## src/rtl/rv_pkg.sv

```systemverilog
// Shared types and constants for the RISC-V integer register file.
package rv_pkg;

    localparam int unsigned XLEN       = 32;
    localparam int unsigned REG_ADDR_W = 5;

    typedef logic [XLEN-1:0]       word_t;
    typedef logic [REG_ADDR_W-1:0] reg_addr_t;

    localparam reg_addr_t REG_ZERO = '0;

endpackage

```

## src/rtl/rv_regfile_rdport.sv

```systemverilog
// One combinational read port: x0 masking plus optional write-before-read forwarding.
// Both read ports instantiate this, so the two paths are identical by construction.
module rv_regfile_rdport import rv_pkg::*; #(
    parameter int unsigned DW     = XLEN,
    parameter int unsigned NREGS  = 32,
    parameter int unsigned AW     = $clog2(NREGS),
    parameter bit          BYPASS = 1'b1
) (
    input  logic [AW-1:0] raddr,
    input  logic [DW-1:0] regs [NREGS],
    input  logic          byp_en,
    input  logic [AW-1:0] byp_addr,
    input  logic [DW-1:0] byp_data,
    output logic [DW-1:0] rdata
);

    // x0 reads as zero; otherwise forward in-flight write data or read storage
    always_comb begin
        rdata = '0;
        if (raddr != AW'(REG_ZERO)) begin
            if (BYPASS && byp_en && (byp_addr == raddr)) begin
                rdata = byp_data;
            end else begin
                rdata = regs[raddr];
            end
        end
    end

endmodule

```

## src/rtl/rv_regfile.sv

```systemverilog
// 32 x XLEN RISC-V integer register file: two combinational read ports,
// one synchronous write port, x0 hardwired to zero.
module rv_regfile import rv_pkg::*; #(
    parameter int unsigned XLEN   = rv_pkg::XLEN,
    parameter int unsigned NREGS  = 32,
    parameter bit          BYPASS = 1'b1,
    localparam int unsigned AW    = $clog2(NREGS)
) (
    input  logic            clk,
    input  logic            rst,
    input  logic            wenable,
    input  logic [AW-1:0]   rs1,
    input  logic [AW-1:0]   rs2,
    input  logic [AW-1:0]   rd,
    input  logic [XLEN-1:0] wdata,
    output logic [XLEN-1:0] rd1,
    output logic [XLEN-1:0] rd2
);

    logic [XLEN-1:0] regs [NREGS];
    logic            wr_en;
    logic            byp_en;

    // Writes to x0 are dropped here, so regs[0] only ever holds its reset value
    assign wr_en  = wenable && (rd != AW'(REG_ZERO));
    // Reset wins over a simultaneous write, so the write must not be forwarded either
    assign byp_en = wr_en && !rst;

    // Storage update: reset clears everything, otherwise a single write per edge
    always_ff @(posedge clk) begin
        if (rst) begin
            for (int i = 0; i < int'(NREGS); i++) begin
                regs[i] <= '0;
            end
        end else if (wr_en) begin
            regs[rd] <= wdata;
        end
    end

    rv_regfile_rdport #(
        .DW     (XLEN),
        .NREGS  (NREGS),
        .AW     (AW),
        .BYPASS (BYPASS)
    ) u_rdport1 (
        .raddr    (rs1),
        .regs     (regs),
        .byp_en   (byp_en),
        .byp_addr (rd),
        .byp_data (wdata),
        .rdata    (rd1)
    );

    rv_regfile_rdport #(
        .DW     (XLEN),
        .NREGS  (NREGS),
        .AW     (AW),
        .BYPASS (BYPASS)
    ) u_rdport2 (
        .raddr    (rs2),
        .regs     (regs),
        .byp_en   (byp_en),
        .byp_addr (rd),
        .byp_data (wdata),
        .rdata    (rd2)
    );

endmodule

```

## config.mk

```make
export PLATFORM = sky130hd
export DESIGN_NAME = rv_regfile
export DESIGN_NICKNAME = d
export VERILOG_FILES = /design/src/rtl/rv_pkg.sv /design/src/rtl/rv_regfile_rdport.sv /design/src/rtl/rv_regfile.sv
export SDC_FILE = /design/constraint.sdc
export NUM_CORES = 2
export LEC_CHECK = 0
export CORE_ASPECT_RATIO = 0.75
export CORE_MARGIN = 4
export CORE_UTILIZATION = 31
export CTS_CLUSTER_DIAMETER = 40
export DETAILED_ROUTE_END_ITERATION = 10
export PLACE_DENSITY = 0.51
export SLEW_MARGIN = 20
export SYNTH_ARGS = -nofsm -noshare
export SYNTH_HDL_FRONTEND = slang
export SYNTH_SLANG_ARGS = --single-unit
export TNS_END_PERCENT = 100
```

## constraint.sdc

```tcl
create_clock -name clk -period 3.2 [get_ports clk]
set_input_delay 0.64 -clock clk [delete_from_list [all_inputs] [get_ports clk]]
set_output_delay 0.64 -clock clk [all_outputs]
set_load 0.02 [all_outputs]
```

==> results.txt <==
For this run, the number of Yosys warnings is 0. The non-filler instance count after layout came out at ~9100. The run finished, with violations left. The number of antenna violations at the first check in global routing came to 0. The critical path is of the input pin to output pin type. The number of hold violations in the final report is 0. Summed over all cells, the static leakage comes to 25.5 nW.

The residual overflow from global routing came out at 0. After synthesis, the netlist uses roughly 50 different library cells. The share of cells above drive strength 1 is 0.317. The pin slew with the least headroom to its limit is 1.36 ns. The total number of clock tree sinks is 1024. 0 antenna diodes ended up in the layout.

The prevailing post-synth register cell is sky130_fd_sc_hd__dfxtp_1. The remaining antenna violation count came out at 0. Pin placement for this block handled around 110 I/O pins. Including well taps, the total number of placed cells is roughly 8700. The worst path required time is 2.56 ns.

The compound-cell area share of the yosys netlist is 0.160. The overall global routing resource usage came out at 0.285. The floorplan step set the die width to between 400 and 500 um. The maximum VDD drop came out at 0.000494 V. The CTS buffer count came out at 158. The number of enable-type register cells in the synthesized netlist is 0. Counting I/O delays and the setup requirement, the final critical path takes 3.54 ns. The largest single stage delay on the critical path is approximately 0.46 ns. The worst pin sits at a relative slew slack of 0.0925.

The sum of routed wire length over all layers came out at 262 mm. For this run, the detailed router's first-pass iteration total came to 7. The area of the core region came out at 168000 um2.

The share of synthesized registers carrying an async set or reset came out at 0. Dividing the synthesized area by the synthesized cell count gives 8.41 um2. The area used by sequential logic in the layout is 20600 um2.

The number of vias per cell came out at 5.84. The signal on the critical path passes through buf_16 > buf_12 > buf_12 > buf_16 > buf_12 > buf_16 > mux2i_1 > a22o_1 > o31ai_4 > nor3_4 > nor3_4 > buf_6. In the final layout, the multi-input gates occupy 32500 um2. The worst setup path is launched from an input pin. The number of maximum-capacitance constraint violations came out at 0. The slowest stage of the critical path is the sky130_fd_sc_hd__o31ai_4 cell.

The dominant combinational cell family by area after synthesis is multiplexers. Ranked by flip-flop count, first place goes to regs. The clock root buffer is sky130_fd_sc_hd__clkbuf_16. The clock tree synthesis step divided the H-tree into 4 levels.

The fraction of synthesized area in multiplexers came out at 0.218. The final number of max-transition violations came out at 0. The post-synthesis simple-gate area fraction is 0.178.

The first-pass GRT wire length came out at ~370 mm. The power per unit of standard cell area is 487 nW/um2. The floorplan has between 100 and 150 rows. The clock insertion delay at the later pin of the skew report is 0.80 ns.

The die is 365 um tall. In the final design database the tool counted 6808 nets. In this run, the number of DRC markers left after iteration 0 of detailed routing was 7556.

Setup repair after global routing could not meet its margin everywhere. For this run, the top clock speed supported by timing is 282 MHz. The buffer depth of the longest clock path is 3. The share of total power dissipated in combinational logic is 0.129. Once routing completed, OpenROAD measured the worst setup slack at -0.344 ns. The worst hold slack is around 0.28 ns. The data arrival time of the critical path came out at 2.90 ns. The top fanout value on the critical path is 10. Detailed placement finished with a half-perimeter wire length of 170 mm.

The clock tree from TritonCTS is built. Of the total power, the share spent switching nets is 0.279. The routability congestion estimate from global placement came out at 0.910. The number of buffers inserted by hold repair at cts came out at 0.

The largest net degree at the start of global routing came out at 203. The share of the Yosys chip area taken by registers is 0.388. The number of global-route vias before repair came out at 49800.

The number of setup violations in the final report came out at 64. The number of inserted filler cells in the final layout is roughly 16000. For the final database, setup skew stands at 0 ns. The net count after synthesis is 6329.

The worst setup path is captured at an output pin. For this configuration, the core starts out at a cell density of 0.314. The post-route clock period utilization is 1.11.

The checks that failed: negative setup slack. Cell internal power was estimated by the tool at 25.6 mW. After clock tree synthesis, the clock-pin slew on the worst setup and hold paths is about 0.050 ns. Synthesis handed over a netlist of 6279 instances.

The path class of the tightest hold or removal check is input pin to flip-flop. In the final layout, the registers with the most flip-flops are regs x1024. The fraction of synthesized cell area in xor and xnor cells is 0.00166. Of the total power, registers draw 0.364.

The family with the most delay on the worst path is buffers and inverters. The flip-flop count of the largest register, all copies and words added is 1024. From synthesis to final layout, the design area changed by 37.8%. In the routed design, unresolved DRC markers number 0. Port buffering added 113 buffers. The total net switching power came out at 9.88 mW.

The adder and majority cell fraction of the synthesized area came out at 0. Dividing the detail-routed wire length by the instance count gives 28.7 um. Counting flops and latches in the post-synthesis netlist gives 1024. The final core utilization is 0.432. The netlist area before placement came out at ~53000 um2.

The routed layout has 53400 vias. The share of total power in the clock network came out at 0.506. The floorplan step defined a die boundary enclosing 177000 um2.

The count of buffer and inverter cells on the critical path came out at 7.
==> metal layers <==
| layer | routed length, um | part of all wire | vias up | GRT usage |
|---|---|---|---|---|
| met5 | 0 | 0 | - | 0.00134 |
| met4 | 13400 | 0.051 | 0 | 0.142 |
| met3 | 30800 | 0.12 | 648 | 0.0752 |
| met2 | 109000 | 0.42 | 3341 | 0.412 |
| met1 | 109000 | 0.41 | 26400 | 0.392 |
| li1 | - | - | 23000 | - |
==> cells in the mapped netlist, types with 4 or more instances <==
cell type,instances,area (um2)
sky130_fd_sc_hd__a22o_1,33,289
sky130_fd_sc_hd__o221ai_1,31,272
sky130_fd_sc_hd__o311a_1,30,300
sky130_fd_sc_hd__nand3b_1,4,30.0
sky130_fd_sc_hd__buf_6,4,45.0
sky130_fd_sc_hd__a21oi_1,1029,5150
sky130_fd_sc_hd__and2_1,32,200
sky130_fd_sc_hd__mux2i_1,293,2930
sky130_fd_sc_hd__a211oi_1,60,450
sky130_fd_sc_hd__o211ai_1,32,240
sky130_fd_sc_hd__xnor2_1,8,70.1
sky130_fd_sc_hd__o22ai_1,33,206
sky130_fd_sc_hd__buf_4,18,135
sky130_fd_sc_hd__nor4_1,34,213
sky130_fd_sc_hd__mux2_2,132,1490
sky130_fd_sc_hd__and3b_1,5,43.8
sky130_fd_sc_hd__buf_1,21,78.8
sky130_fd_sc_hd__dfxtp_1,1024,20500
sky130_fd_sc_hd__or3b_2,4,35.0
sky130_fd_sc_hd__clkbuf_1,523,1960
sky130_fd_sc_hd__nor2b_1,36,225
sky130_fd_sc_hd__or2_2,5,31.3
sky130_fd_sc_hd__inv_1,4,15.0
sky130_fd_sc_hd__nand2_1,2060,7730
sky130_fd_sc_hd__nor2_1,71,267
sky130_fd_sc_hd__nand3_1,36,180
sky130_fd_sc_hd__mux4_2,315,7090
sky130_fd_sc_hd__buf_2,117,586
sky130_fd_sc_hd__o31ai_1,31,233
sky130_fd_sc_hd__nor3b_1,6,45.0
sky130_fd_sc_hd__nor3_1,65,325
sky130_fd_sc_hd__a22oi_1,124,931
sky130_fd_sc_hd__o2111ai_1,30,263
==> path summary, 6_finish.rpt <==
check	from	to	slack [ns]	cells past startpoint
worst max register to register	regs[155]$_SDFFE_PP0P_	regs[155]$_SDFFE_PP0P_	2.38	4
worst max-delay path	rs1[0]	rd1[14]	-0.34	12
worst min-delay path	wdata[0]	regs[576]$_SDFFE_PP0P_	0.28	3
worst min register to register	regs[143]$_SDFFE_PP0P_	regs[143]$_SDFFE_PP0P_	0.46	2
==> worst register-to-register path: stages (launching register included) <==
cell and delay [ns]:
sky130_fd_sc_hd__dfxtp_2 0.32, sky130_fd_sc_hd__buf_6 0.10, sky130_fd_sc_hd__buf_4 0.12, sky130_fd_sc_hd__nand2_1 0.05, sky130_fd_sc_hd__a21oi_1 0.06
==> stage by stage <==
| step | setup TNS (ns) | area (um2) | worst slack, ns | power, mW |
|---|---|---|---|---|
| after detailed placement | -77.35 | 61400 | -1.50 | 16.8 |
| after floorplan | 0 | 52800 | 0.115 | 14.9 |
| final | -10.91 | 72800 | -0.344 | 35.4 |
| after global routing | -12.38 | 72800 | -0.368 | 36.2 |
| after CTS | -12.30 | 71200 | -0.458 | 35.2 |
| after global placement | -77.48 | 61400 | -1.59 | 16.8 |
==> repair_timing <==
action | 4_1_cts | 5_1_grt
cloned | 21 | 4
pin swaps | 192 | 171
resized for setup | 952 | 260
setup endpoints to repair | 64 | 64
buffers inserted | 140 | 86
==> power groups by stage <==
stage	registers [mW]	clock network [mW]	logic, mW
floorplan	13.2	0	1.76
global placement	13.2	0	3.66
detailed placement	13.2	0	3.66
CTS	12.9	18.0	4.27
global route	12.9	18.6	4.67
finish	12.9	17.9	4.58
==> placed cells by master, fill, tap and decap left out, types with 28 or more instances in the layout <==
cell and n:
sky130_fd_sc_hd__mux2i_1 270, sky130_fd_sc_hd__and2_4 28, sky130_fd_sc_hd__nor2_4 36, sky130_fd_sc_hd__buf_8 40, sky130_fd_sc_hd__nor3_4 40, sky130_fd_sc_hd__a22oi_2 57
sky130_fd_sc_hd__nand2_2 34, sky130_fd_sc_hd__nand3_1 29, sky130_fd_sc_hd__clkbuf_16 166, sky130_fd_sc_hd__a211oi_2 41, sky130_fd_sc_hd__mux4_2 315, sky130_fd_sc_hd__buf_12 186
sky130_fd_sc_hd__mux2_2 122, sky130_fd_sc_hd__dfxtp_2 51, sky130_fd_sc_hd__a22oi_1 67, sky130_fd_sc_hd__buf_6 150, sky130_fd_sc_hd__o221ai_1 30, sky130_fd_sc_hd__nor2b_1 34
sky130_fd_sc_hd__nor2_1 33, sky130_fd_sc_hd__a21oi_1 1022, sky130_fd_sc_hd__dfxtp_1 973, sky130_fd_sc_hd__buf_4 559, sky130_fd_sc_hd__nand2_1 2024, sky130_fd_sc_hd__clkdlybuf4s50_1 31
sky130_fd_sc_hd__o211ai_1 32
==> logic make-up after synthesis <==
kind of cell,count (synthesis)
flip-flops,1024
buffers and inverters,689
AO/OA/AOI/OAI,1447
XOR/XNOR,10
multiplexers,740
AND/OR/NAND/NOR,2369
==> layout make-up <==
cell class,count,share of cell area
clock buffer,194,0.0597
inverter,4,0.000241
timing repair buffer,1004,0.157
multi-input combinational,4566,0.447
clock inverter,97,0.0149
sequential,1024,0.283
tap,2244,0.0386
Power figures use the tool's default switching activity.
